--- config.mk ---
export PLATFORM = sky130hd
export DESIGN_NAME = decode_stage_pipe
export DESIGN_NICKNAME = d
export VERILOG_FILES = /design/src/rtl/decode_stage_pipe.sv
export SDC_FILE = /design/constraint.sdc
export NUM_CORES = 1
export LEC_CHECK = 0
export CAP_MARGIN = 20
export CORE_MARGIN = 2
export CORE_UTILIZATION = 25
export DETAILED_ROUTE_END_ITERATION = 12
export PLACE_DENSITY = 0.56
export SYNTH_ARGS = -nofsm -noshare
export SYNTH_HDL_FRONTEND = slang
export SYNTH_SLANG_ARGS = --single-unit
export TNS_END_PERCENT = 100
--- constraint.sdc ---
create_clock -name clk -period 2.7 [get_ports clk]
set_input_delay 0.54 -clock clk [delete_from_list [all_inputs] [get_ports clk]]
set_output_delay 0.54 -clock clk [all_outputs]
set_load 0.01 [all_outputs]
--- src/rtl/decode_stage_pipe.sv ---
// -----------------------------------------------------------------------------
// decode_stage_pipe
//
// Instruction-decode stage of the pipelined MIPS core, implemented as the
// ID/EX pipeline register with valid/ready handshakes on both sides.
//
// Decoded instructions:
//   R-type add/sub/and/or/nor/slt/jr, addi, slti, lw, lb, sw, beq, bgtz, j, jal.
//   Anything else becomes a NOP with every enable cleared.
//
// Hazard handling:
//   A load-use interlock inserts one bubble when the instruction in IF reads
//   the destination of a load that left this stage on the previous edge.
//   flush kills the held instruction and any pending load state.
//   stall_cnt counts bubble cycles and saturates at all-ones.
//
// Ports:
//   clk        rising-edge clock
//   rstn       synchronous active-low reset
//   flush      kill held instruction and hazard state (taken branch/jump)
//   in_valid   IF presents in_instr / in_pc
//   in_ready   stage accepts this cycle (combinational)
//   in_instr   instruction word, bits [31:0] decoded
//   in_pc      PC of in_instr
//   out_valid  registered decode fields are valid
//   out_ready  EX consumes the fields this cycle
//   out_pc     registered PC
//   op         ALU op (AND=0000 OR=0001 ADD=0010 SUB=0110 SLT=0111 NOR=1100 NOP=1111)
//   ssel       1 = ALU source B is rs2, 0 = imm
//   wbsel      writeback source: 0 = ALU, 1 = dmem, 2 = pc+4
//   we_regfile register-file write enable
//   we_dmem    data-memory write enable
//   mem_byte   1 = byte access (lb)
//   jump_type  NOP=000 BEQ=001 JAL=010 JR=011 J=100 BGTZ=101
//   jump_addr  instr[25:0]
//   imm        instr[15:0] sign-extended
//   rs1_id     instr[25:21]
//   rs2_id     instr[20:16]
//   rdst_id    destination register (rd, rt, or 31 for jal)
//   stall_cnt  number of load-use bubble cycles, saturating
// -----------------------------------------------------------------------------
module decode_stage_pipe #(
    parameter int DWIDTH         = 32,
    parameter int CNT_WIDTH      = 16,
    parameter int LOAD_USE_STALL = 1
) (
    input  logic                 clk,
    input  logic                 rstn,
    input  logic                 flush,
    input  logic                 in_valid,
    output logic                 in_ready,
    input  logic [DWIDTH-1:0]    in_instr,
    input  logic [DWIDTH-1:0]    in_pc,
    output logic                 out_valid,
    input  logic                 out_ready,
    output logic [DWIDTH-1:0]    out_pc,
    output logic [3:0]           op,
    output logic                 ssel,
    output logic [1:0]           wbsel,
    output logic                 we_regfile,
    output logic                 we_dmem,
    output logic                 mem_byte,
    output logic [2:0]           jump_type,
    output logic [25:0]          jump_addr,
    output logic [DWIDTH-1:0]    imm,
    output logic [4:0]           rs1_id,
    output logic [4:0]           rs2_id,
    output logic [4:0]           rdst_id,
    output logic [CNT_WIDTH-1:0] stall_cnt
);

    // Primary opcodes
    localparam logic [5:0] OPC_RTYPE = 6'h00;
    localparam logic [5:0] OPC_J     = 6'h02;
    localparam logic [5:0] OPC_JAL   = 6'h03;
    localparam logic [5:0] OPC_BEQ   = 6'h04;
    localparam logic [5:0] OPC_BGTZ  = 6'h07;
    localparam logic [5:0] OPC_ADDI  = 6'h08;
    localparam logic [5:0] OPC_SLTI  = 6'h0A;
    localparam logic [5:0] OPC_LB    = 6'h20;
    localparam logic [5:0] OPC_LW    = 6'h23;
    localparam logic [5:0] OPC_SW    = 6'h2B;

    // R-type function codes
    localparam logic [5:0] FN_JR  = 6'h08;
    localparam logic [5:0] FN_ADD = 6'h20;
    localparam logic [5:0] FN_SUB = 6'h22;
    localparam logic [5:0] FN_AND = 6'h24;
    localparam logic [5:0] FN_OR  = 6'h25;
    localparam logic [5:0] FN_NOR = 6'h27;
    localparam logic [5:0] FN_SLT = 6'h2A;

    // ALU operations
    localparam logic [3:0] ALU_AND = 4'b0000;
    localparam logic [3:0] ALU_OR  = 4'b0001;
    localparam logic [3:0] ALU_ADD = 4'b0010;
    localparam logic [3:0] ALU_SUB = 4'b0110;
    localparam logic [3:0] ALU_SLT = 4'b0111;
    localparam logic [3:0] ALU_NOR = 4'b1100;
    localparam logic [3:0] ALU_NOP = 4'b1111;

    // Jump types
    localparam logic [2:0] JT_NOP  = 3'b000;
    localparam logic [2:0] JT_BEQ  = 3'b001;
    localparam logic [2:0] JT_JAL  = 3'b010;
    localparam logic [2:0] JT_JR   = 3'b011;
    localparam logic [2:0] JT_J    = 3'b100;
    localparam logic [2:0] JT_BGTZ = 3'b101;

    // Writeback sources
    localparam logic [1:0] WB_ALU = 2'd0;
    localparam logic [1:0] WB_MEM = 2'd1;
    localparam logic [1:0] WB_PC4 = 2'd2;

    // Control fields produced by the decoder; use_rs/use_rt/is_load feed the
    // interlock and are not exported.
    typedef struct packed {
        logic [3:0] op;
        logic       ssel;
        logic [1:0] wbsel;
        logic       we_regfile;
        logic       we_dmem;
        logic       mem_byte;
        logic [2:0] jump_type;
        logic [4:0] rdst_id;
        logic       use_rs;
        logic       use_rt;
        logic       is_load;
    } dec_t;

    // Pure combinational decode of one 32-bit instruction word.
    function automatic dec_t decode_fn(input logic [31:0] instr);
        dec_t d;
        d            = '0;
        d.op         = ALU_NOP;
        d.wbsel      = WB_ALU;
        d.jump_type  = JT_NOP;
        d.rdst_id    = 5'd0;
        d.use_rs     = 1'b1;
        case (instr[31:26])
            OPC_RTYPE: begin
                d.ssel    = 1'b1;
                d.use_rt  = 1'b1;
                d.rdst_id = instr[15:11];
                case (instr[5:0])
                    FN_ADD: begin d.op = ALU_ADD; d.we_regfile = 1'b1; end
                    FN_SUB: begin d.op = ALU_SUB; d.we_regfile = 1'b1; end
                    FN_AND: begin d.op = ALU_AND; d.we_regfile = 1'b1; end
                    FN_OR:  begin d.op = ALU_OR;  d.we_regfile = 1'b1; end
                    FN_NOR: begin d.op = ALU_NOR; d.we_regfile = 1'b1; end
                    FN_SLT: begin d.op = ALU_SLT; d.we_regfile = 1'b1; end
                    FN_JR:  begin d.jump_type = JT_JR; end
                    // Unsupported function: stays a NOP with enables cleared.
                    default: begin d.op = ALU_NOP; end
                endcase
            end
            OPC_ADDI: begin
                d.op         = ALU_ADD;
                d.we_regfile = 1'b1;
                d.rdst_id    = instr[20:16];
            end
            OPC_SLTI: begin
                d.op         = ALU_SLT;
                d.we_regfile = 1'b1;
                d.rdst_id    = instr[20:16];
            end
            OPC_LW: begin
                d.op         = ALU_ADD;
                d.we_regfile = 1'b1;
                d.wbsel      = WB_MEM;
                d.rdst_id    = instr[20:16];
                d.is_load    = 1'b1;
            end
            OPC_LB: begin
                d.op         = ALU_ADD;
                d.we_regfile = 1'b1;
                d.wbsel      = WB_MEM;
                d.mem_byte   = 1'b1;
                d.rdst_id    = instr[20:16];
                d.is_load    = 1'b1;
            end
            OPC_SW: begin
                d.op      = ALU_ADD;
                d.we_dmem = 1'b1;
                d.use_rt  = 1'b1;
            end
            OPC_BEQ: begin
                d.op        = ALU_SUB;
                d.ssel      = 1'b1;
                d.jump_type = JT_BEQ;
                d.use_rt    = 1'b1;
            end
            OPC_BGTZ: begin
                d.jump_type = JT_BGTZ;
            end
            OPC_J: begin
                d.jump_type = JT_J;
                d.use_rs    = 1'b0;
            end
            OPC_JAL: begin
                d.jump_type  = JT_JAL;
                d.we_regfile = 1'b1;
                d.wbsel      = WB_PC4;
                d.rdst_id    = 5'd31;
                d.use_rs     = 1'b0;
            end
            // Unknown opcode: NOP, all enables 0.
            default: begin d.op = ALU_NOP; end
        endcase
        return d;
    endfunction

    dec_t                dec_s;
    logic [DWIDTH-1:0]   imm_s;
    logic                advance_s;
    logic                src_hit_s;
    logic                hazard_s;
    logic                ld_set_s;
    logic                cnt_sat_s;

    logic                ld_pend_r;
    logic [4:0]          ld_rd_r;
    logic                is_load_r;

    // Decode, handshake and load-use hazard detection.
    always_comb begin
        dec_s     = decode_fn(in_instr[31:0]);
        imm_s     = {{(DWIDTH-16){in_instr[15]}}, in_instr[15:0]};
        advance_s = !out_valid || out_ready;
        src_hit_s = (dec_s.use_rs && (in_instr[25:21] == ld_rd_r)) ||
                    (dec_s.use_rt && (in_instr[20:16] == ld_rd_r));
        hazard_s  = (LOAD_USE_STALL != 0) && ld_pend_r && in_valid && src_hit_s;
        in_ready  = !flush && !hazard_s && advance_s;
        // A load leaving toward EX arms the interlock for exactly one cycle;
        // loads into $zero never produce a dependency, and flush disarms it.
        ld_set_s  = !flush && out_valid && out_ready && is_load_r && (rdst_id != 5'd0);
        cnt_sat_s = (stall_cnt == {CNT_WIDTH{1'b1}});
    end

    // ID/EX register, load tracking and stall counter.
    always_ff @(posedge clk) begin
        if (!rstn) begin
            out_valid  <= 1'b0;
            out_pc     <= {DWIDTH{1'b0}};
            op         <= 4'b0000;
            ssel       <= 1'b0;
            wbsel      <= 2'b00;
            we_regfile <= 1'b0;
            we_dmem    <= 1'b0;
            mem_byte   <= 1'b0;
            jump_type  <= 3'b000;
            jump_addr  <= 26'd0;
            imm        <= {DWIDTH{1'b0}};
            rs1_id     <= 5'd0;
            rs2_id     <= 5'd0;
            rdst_id    <= 5'd0;
            is_load_r  <= 1'b0;
            ld_pend_r  <= 1'b0;
            ld_rd_r    <= 5'd0;
            stall_cnt  <= {CNT_WIDTH{1'b0}};
        end else begin
            ld_pend_r <= ld_set_s;
            ld_rd_r   <= rdst_id;
            if (flush) begin
                out_valid <= 1'b0;
            end else if (advance_s) begin
                if (hazard_s) begin
                    // Bubble: fields hold, only out_valid drops.
                    out_valid <= 1'b0;
                    if (!cnt_sat_s) begin
                        stall_cnt <= stall_cnt + {{(CNT_WIDTH-1){1'b0}}, 1'b1};
                    end
                end else if (in_valid) begin
                    out_valid  <= 1'b1;
                    out_pc     <= in_pc;
                    op         <= dec_s.op;
                    ssel       <= dec_s.ssel;
                    wbsel      <= dec_s.wbsel;
                    we_regfile <= dec_s.we_regfile;
                    we_dmem    <= dec_s.we_dmem;
                    mem_byte   <= dec_s.mem_byte;
                    jump_type  <= dec_s.jump_type;
                    jump_addr  <= in_instr[25:0];
                    imm        <= imm_s;
                    rs1_id     <= in_instr[25:21];
                    rs2_id     <= in_instr[20:16];
                    rdst_id    <= dec_s.rdst_id;
                    is_load_r  <= dec_s.is_load;
                end else begin
                    out_valid <= 1'b0;
                end
            end else begin
                // Back-pressure: everything holds.
                out_valid <= out_valid;
            end
        end
    end

endmodule

==> summary.txt, run 1 <==
Power
  – Comb pwr share: 16.9%
  – Internal: 2527 µW
  – Clock share of power: 37.3%
  – Power density over the cells: approximately 480 mW/mm²
  – Overall Power: 3433 µW
  – Seq pwr share: 45.8%
  – Switching portion of total power: 26.39%
  – Psw: 905.8 µW
  – Static Leak: 0.002490 µW
  – Peak supply drop: ~310 µV

Final layout
  – P&R area growth vs syn: 52.94%
  – Layout cells sized above 1: 8.864%
  – Most common cell after layout, fill and taps aside: clkdlybuf4s50_1
  – Post-route cell area: 0.007096 mm²
  – Most frequent cells in the layout: clkdlybuf4s50_1 (198), dfxtp_1 (100), nand2_1 (64), nand3_1 (52), o21ai_0 (48)
  – Final #Nets: 787
  – Final core utilization: 39.23%
  – Fillers: 1832

Logic synthesis
  – Cell Area, Synth: 0.004639 mm²
  – Number of library cell types mapped by synthesis: 50
  – Ys async rst share: 0%
  – Post-synth net total: 616
  – YS warnings: 0
  – Main synth FF type: dfxtp_1
  – Post-synth EDFFs: 0
  – Gate Count Post-Synth: 546
  – Seq cells post-synth: 100
  – Avg Inst Size Synth: between 8 and 9 µm²
  – Post-synthesis sequential area ratio: ~43%

Timing
  – Setup ws final: a little under 0.09 ns
  – Slew Limit Headroom: 54.63%
  – Measured slew at the worst slew-check pin: 0.6796 ns
  – Hold Fails Final Rpt: 0
  – Setup violations, final: 0
  – Crit share post-route: 96.80%
  – Fmax: 382.6 MHz
  – Final Slew Violations: 0
  – WHS: 0.4549 ns
  – Fin crit period: 2.614 ns
  – Post-Route Skew: 0.005481 ns
  – RSZ-0062 raised after global routing: false

Floorplanning
  – Die span in x: 140.2 µm
  – Chip height: 140.2 µm
  – Initial Utilization: 25.65%
  – FP Rows: 49
  – Core area: 0.01809 mm²
  – Die area: 0.01966 mm²
  – Ports: between 200 and 250

Drt
  – DRT Pass-1 Iters: 9
  – Residual DRC count: 1
  – Via count: approximately 4400
  – Via-per-instance ratio: 4.595
  – Post-route ant nets: 0
  – Routed WL: 14.21 mm
  – Drt initial violations: 163
  – DR WL/cell: 14.92 µm

Clock tree
  – CTS max path bufs: 2
  – # hold bufs at CTS: 0
  – Clock Tree Root: clkbuf_16
  – Num Clock Sinks: 100
  – CTS tree: done
  – CTS Buf Count: 9
  – Clk_lat worst skew: 0.35 ns
  – CTS clk-pin slew, worst paths: 0.07 ns
  – H-tree depth: 3

Worst setup path
  – Kind of critical path: in2out
  – Critical Path AT: roughly 2.1 ns
  – Crit-path cells: clkdlybuf4s50_1, nor2b_1, buf_4, a2111oi_4, nor3_1, clkdlybuf4s15_1
  – Crit. End Element: output port
  – Req. time, crit path: 2.16 ns
  – Largest fanout on the critical path: 4
  – Startpoint types: input port
  – Slowest-stage cell, CP: clkdlybuf4s50_1
  – Worst path max stage delay: 0.46 ns

Global route
  – Total gr overflow: 0
  – Initial antenna violation count: 1
  – Largest net degree at the start of global routing: just over 60
  – First-pass GRT wire length: 22.09 mm
  – Vias in the first global route: 4223
  – GRT Util Overall: around 14%

Placed design
  – DP Area: 0.006779 mm²
  – DPL Wire Length: 10.80 mm
  – Place WS: -0.2255 ns
  – GPL Wtd Cong: 0.8465
  – IO buf count: 204

Run status
  – Failing checks: DRC
  – Status: finished, violations left

Worst hold path
  – Tightest Hold Check Type: reg2reg

Job
  – MaxCap Viol Count: 0
-- cell usage after synthesis (all sizes together) (4+ instances only) --
cell	number	area share (%)
nand3	52	5.6
or3	11	1.5
clkbuf	18	1.5
nor2	38	3.1
dfxtp	100	43
nor3	10	1.6
nand2b	5	0.67
nand2	64	5.2
nor4	10	1.9
a221oi	5	0.94
o21ai	58	6.5
xnor2	13	2.5
nand4	9	1.2
and3	4	0.54
inv	6	0.49
buf	61	9.3
and2	6	0.81
a211oi	6	0.97
a21oi	15	1.7
or4	5	0.81
mux2i	22	4.7
-- worst paths after layout --
kind	startpoint	to	slack [ns]	cells after the start
setup / recovery	in_instr[27]	in_ready	0.09	6
hold / removal	out_pc[27]$_SDFFE_PN0P_	out_pc[27]$_SDFFE_PN0P_	0.45	2
hold reg to reg	out_pc[27]$_SDFFE_PN0P_	out_pc[27]$_SDFFE_PN0P_	0.45	2
setup reg to reg	stall_cnt[0]$_SDFFE_PN0P_	stall_cnt[15]$_SDFFE_PN0P_	0.62	7
-- state kept, by name, indices dropped and copies added, names as in the netlist --
signal,cells
is_load_r,1
jump_addr,26
jump_type,3
ld_pend_r,1
ld_rd_r,5
mem_byte,1
op,4
out_pc,32
out_valid,1
rdst_id,5
ssel,1
stall_cnt,16
wbsel,2
we_dmem,1
we_regfile,1
-- power by group through the flow --
stage | clock (µW) | sequential, µW | combinational, µW
detailed placement | 0 | 1610 | 583
finish | 1280 | 1570 | 579
global placement | 0 | 1610 | 576
CTS | 1340 | 1570 | 586
global route | 1390 | 1580 | 622
floorplan | 0 | 1630 | 239
-- worst max-delay path: cells and delay by family --
family,cells,cell delay [ns]
buf+inv,3,0.90
compound gates,1,0.37
simple gates,2,0.26
-- final cells by class --
cell class	instances	area (µm²)	area share [%]
timing repair buffer	239	2362	33.29
clock buffer	10	239.0	3.368
tap	229	286.5	4.038
multi-input combinational	361	2125	29.94
inverter	6	22.52	0.3174
sequential	100	2002	28.21
antenna	1	2.502	0.03527
clock inverter	6	56.30	0.7935
-- timing repair --
action                                  CTS  global route
setup buffers                             0             0
resized for setup                         2             5
endpoints found under the setup margin    1             1
-- cells by family (layout without fill, tap and decap cells) --
family | Yosys count | after routing | synth area share (%)
other | 0 | 1 | 0
buffers and inverters | 85 | 261 | 11.25
flip-flops | 100 | 100 | 43.15
AND/OR/NAND/NOR | 221 | 221 | 24.06
multiplexers | 22 | 22 | 4.746
XOR/XNOR | 16 | 16 | 3.021
AO/OA/AOI/OAI | 101 | 101 | 13.51
adder cells (fa/ha/maj) | 1 | 1 | 0.2696
-- routing by layer --
layer / global-route usage (%) / up-vias / wire length, µm
li1: - / 2203 / -
met1: 16.98 / 2028 / 6156
met2: 23.97 / 126 / 6920
met3: 4.684 / 17 / 864
met4: 4.306 / 0 / 265
met5: 0 / - / 0
-- per-stage QoR --
step,setup TNS (ns),std cells
after floorplan,0,546
after global placement,-2.124,935
after detailed placement,-5.666,935
after CTS,0,951
after global routing,0,952
final,0,952
No activity file was read; power rests on OpenSTA's default activity.
==> inputs of run 2 (changes only) <==
- PLACE_DENSITY: 0.56 -> 0.61
- SETUP_SLACK_MARGIN: default -> 0.05
==> summary.txt, run 2 (synthesis gave the netlist of run 1 again) <==
Run status
  – Status: finished, final reports clean

Timing
  – Total Neg Setup Slack: 0 ns (unchanged)
  – Measured slew at the worst slew-check pin: 0.6861 ns (+0.006516 ns)
  – Fin crit period: 2.474 ns (-0.1391 ns)
  – Slew Limit Headroom: 54.19% (-0.44 points)
  – RSZ-0062 raised after global routing: false
  – Setup violations, final: 0 (unchanged)
  – Hold Fails Final Rpt: 0 (unchanged)
  – Fmax: 404.1 MHz (+5.6%)
  – Final Slew Violations: 0 (unchanged)
  – Setup ws final: 0.2255 ns (+0.1391 ns)
  – WHS: 0.4480 ns (-0.006958 ns)
  – Post-Route Skew: 0.007109 ns (+0.001627 ns)
  – Crit share post-route: 91.65% (-5.2 points)

Drt
  – Drt initial violations: 226 (+39%)
  – Met1 WL: 6.360 mm (+3.3%)
  – DR WL met2: 6.701 mm (-3.2%)
  – Via-per-instance ratio: 4.563 (-0.69%)
  – Via count: 4371 (-0.069%)
  – Max layer used: met4
  – Routed wl met3: 1.004 mm (+16%)
  – Post-route ant nets: 0 (unchanged)
  – Residual DRC count: 0 (-1)
  – DR WL/cell: 14.85 µm (-0.47%)
  – Routed WL: 14.23 mm (+0.15%)
  – DRT Pass-1 Iters: 4 (-5)

Clock tree
  – Setup repair bufs after CTS: 0 (unchanged)
  – CTS max path bufs: 2 (unchanged)
  – Num Clock Sinks: 100 (unchanged)
  – CTS Buf Count: 9 (unchanged)
  – CTS clk-pin slew, worst paths: 0.07 ns (about the same)
  – Clk_lat worst skew: 0.35 ns (about the same)
  – # hold bufs at CTS: 0 (unchanged)
  – Clock Tree Root: clkbuf_16
  – H-tree depth: 3 (unchanged)
  – CTS tree: done

Final layout
  – Max reg flops: 32 (unchanged)
  – Final #Nets: 794 (+0.89%)
  – Layout cells sized above 1: 10.01% (+1.1 points)
  – # diodes: 0 (-1)
  – Area of the multi-input gates: 0.002137 mm² (+0.59%)
  – Fin cells: 958 (+0.63%)
  – FF+latch area: 0.002002 mm² (unchanged)
  – P&R area growth vs syn: 55.23%
  – Top flop regs: out_pc: 32 flops, jump_addr: 26 flops, stall_cnt: 16 flops
  – Fillers: 1830 (-0.11%)
  – Most frequent cells in the layout: clkdlybuf4s50_1 (200), dfxtp_1 (100), nand2_1 (64), nand3_1 (52), o21ai_0 (48)
  – Most common cell after layout, fill and taps aside: clkdlybuf4s50_1
  – Reg with most FFs: out_pc

Worst hold path
  – HP Start: out_pc[27]$_SDFFE_PN0P_
  – Tightest Hold Check Type: reg2reg

Worst setup path
  – Critical Path AT: 1.93 ns (-0.14 ns)
  – Kind of critical path: in2out
  – Crit. End Element: output port
  – Crit path from: in_instr[28]
  – Largest fanout on the critical path: 4 (unchanged)
  – Req. time, crit path: 2.16 ns (about the same)
  – Startpoint types: input port
  – R2R Path Start: stall_cnt[4]$_SDFFE_PN0P_

Global route
  – First-pass GRT wire length: 21.97 mm (-0.53%)
  – Total gr overflow: 0 (unchanged)
  – Largest net degree at the start of global routing: 81 (+33%)
  – Vias in the first global route: 4077 (-3.5%)
  – GRT Util Overall: 14.14% (about the same)
  – Initial antenna violation count: 0 (-1)

Floorplanning
  – Chip height: 140.2 µm (unchanged)
  – Die span in x: 140.2 µm (unchanged)
  – Core area: 0.01809 mm² (unchanged)
  – Ports: 205 (unchanged)
  – Die area: 0.01966 mm² (unchanged)
  – FP Rows: 49 (unchanged)
  – Initial Utilization: 25.65% (unchanged)

Power
  – Power density over the cells: 490.6 mW/mm² (+1.4%)
  – Static Leak: 0.002523 µW (+1.3%)
  – Peak supply drop: 285.3 µV (-8.2%)
  – Overall Power: 3533 µW (+2.9%)

Placed design
  – Place WS: -0.2455 ns (-0.01992 ns)
  – GPL Wtd Cong: 0.8307 (-1.9%)
  – IO buf count: 204 (unchanged)
  – DPL Wire Length: 10.56 mm (-2.2%)
  – Placed Instances: 942 (+0.75%)

Job
  – MaxCap Viol Count: 0 (unchanged)
==> run 2: routing by layer <==
layer,vias up,GRT usage (%)
met1,2008,18.14
met2,129,23.22
li1,2222,-
met3,12,4.137
met5,-,0
met4,0,3.881
==> run 2: worst paths after layout <==
kind	endpoint	slack (ns)	cells past startpoint
max	in_ready	0.23	6
min	out_pc[27]$_SDFFE_PN0P_	0.45	2
max reg2reg	stall_cnt[1]$_SDFFE_PN0P_	0.65	7
min reg2reg	out_pc[27]$_SDFFE_PN0P_	0.45	2
==> run 2: through the flow <==
| stage | utilization (%) | area [µm²] |
|---|---|---|
| after floorplan | - | 4639 |
| after global placement | 37.98 | 6869 |
| after detailed placement | 37.98 | 6869 |
| after CTS | 39.76 | 7191 |
| after global routing | 39.82 | 7202 |
| final | 39.82 | 7202 |
==> run 2: critical path: stages <==
cell,delay [ns]
clkdlybuf4s50_1,0.51
and4b_1,0.26
a21oi_4,0.22
nor3_4,0.06
nor3_1,0.14
buf_2,0.19
==> run 2: repair_timing <==
| action | 4_1_cts | 5_1_grt |
|---|---|---|
| gates cloned | 0 | 0 |
| gates resized for setup | 5 | 5 |
| setup endpoints to repair | 1 | 1 |
==> run 2: report_power, final <==
part	switching, µW	leakage, µW	total (µW)	internal (µW)
Combinational	256	0.00156	593	337
Sequential	40.6	0.000815	1570	1530
Clock	596	0.000148	1370	772
Total	892	0.00252	3530	2640
==> run 2: cell type report <==
class	count	share of cell area, %
Multi-Input combinational cell	361	29.67
Timing Repair Buffer	246	33.91
Inverter	6	0.3127
Sequential cell	100	27.80
Clock buffer	11	3.509
Clock inverter	5	0.8165
Tap cell	229	3.978
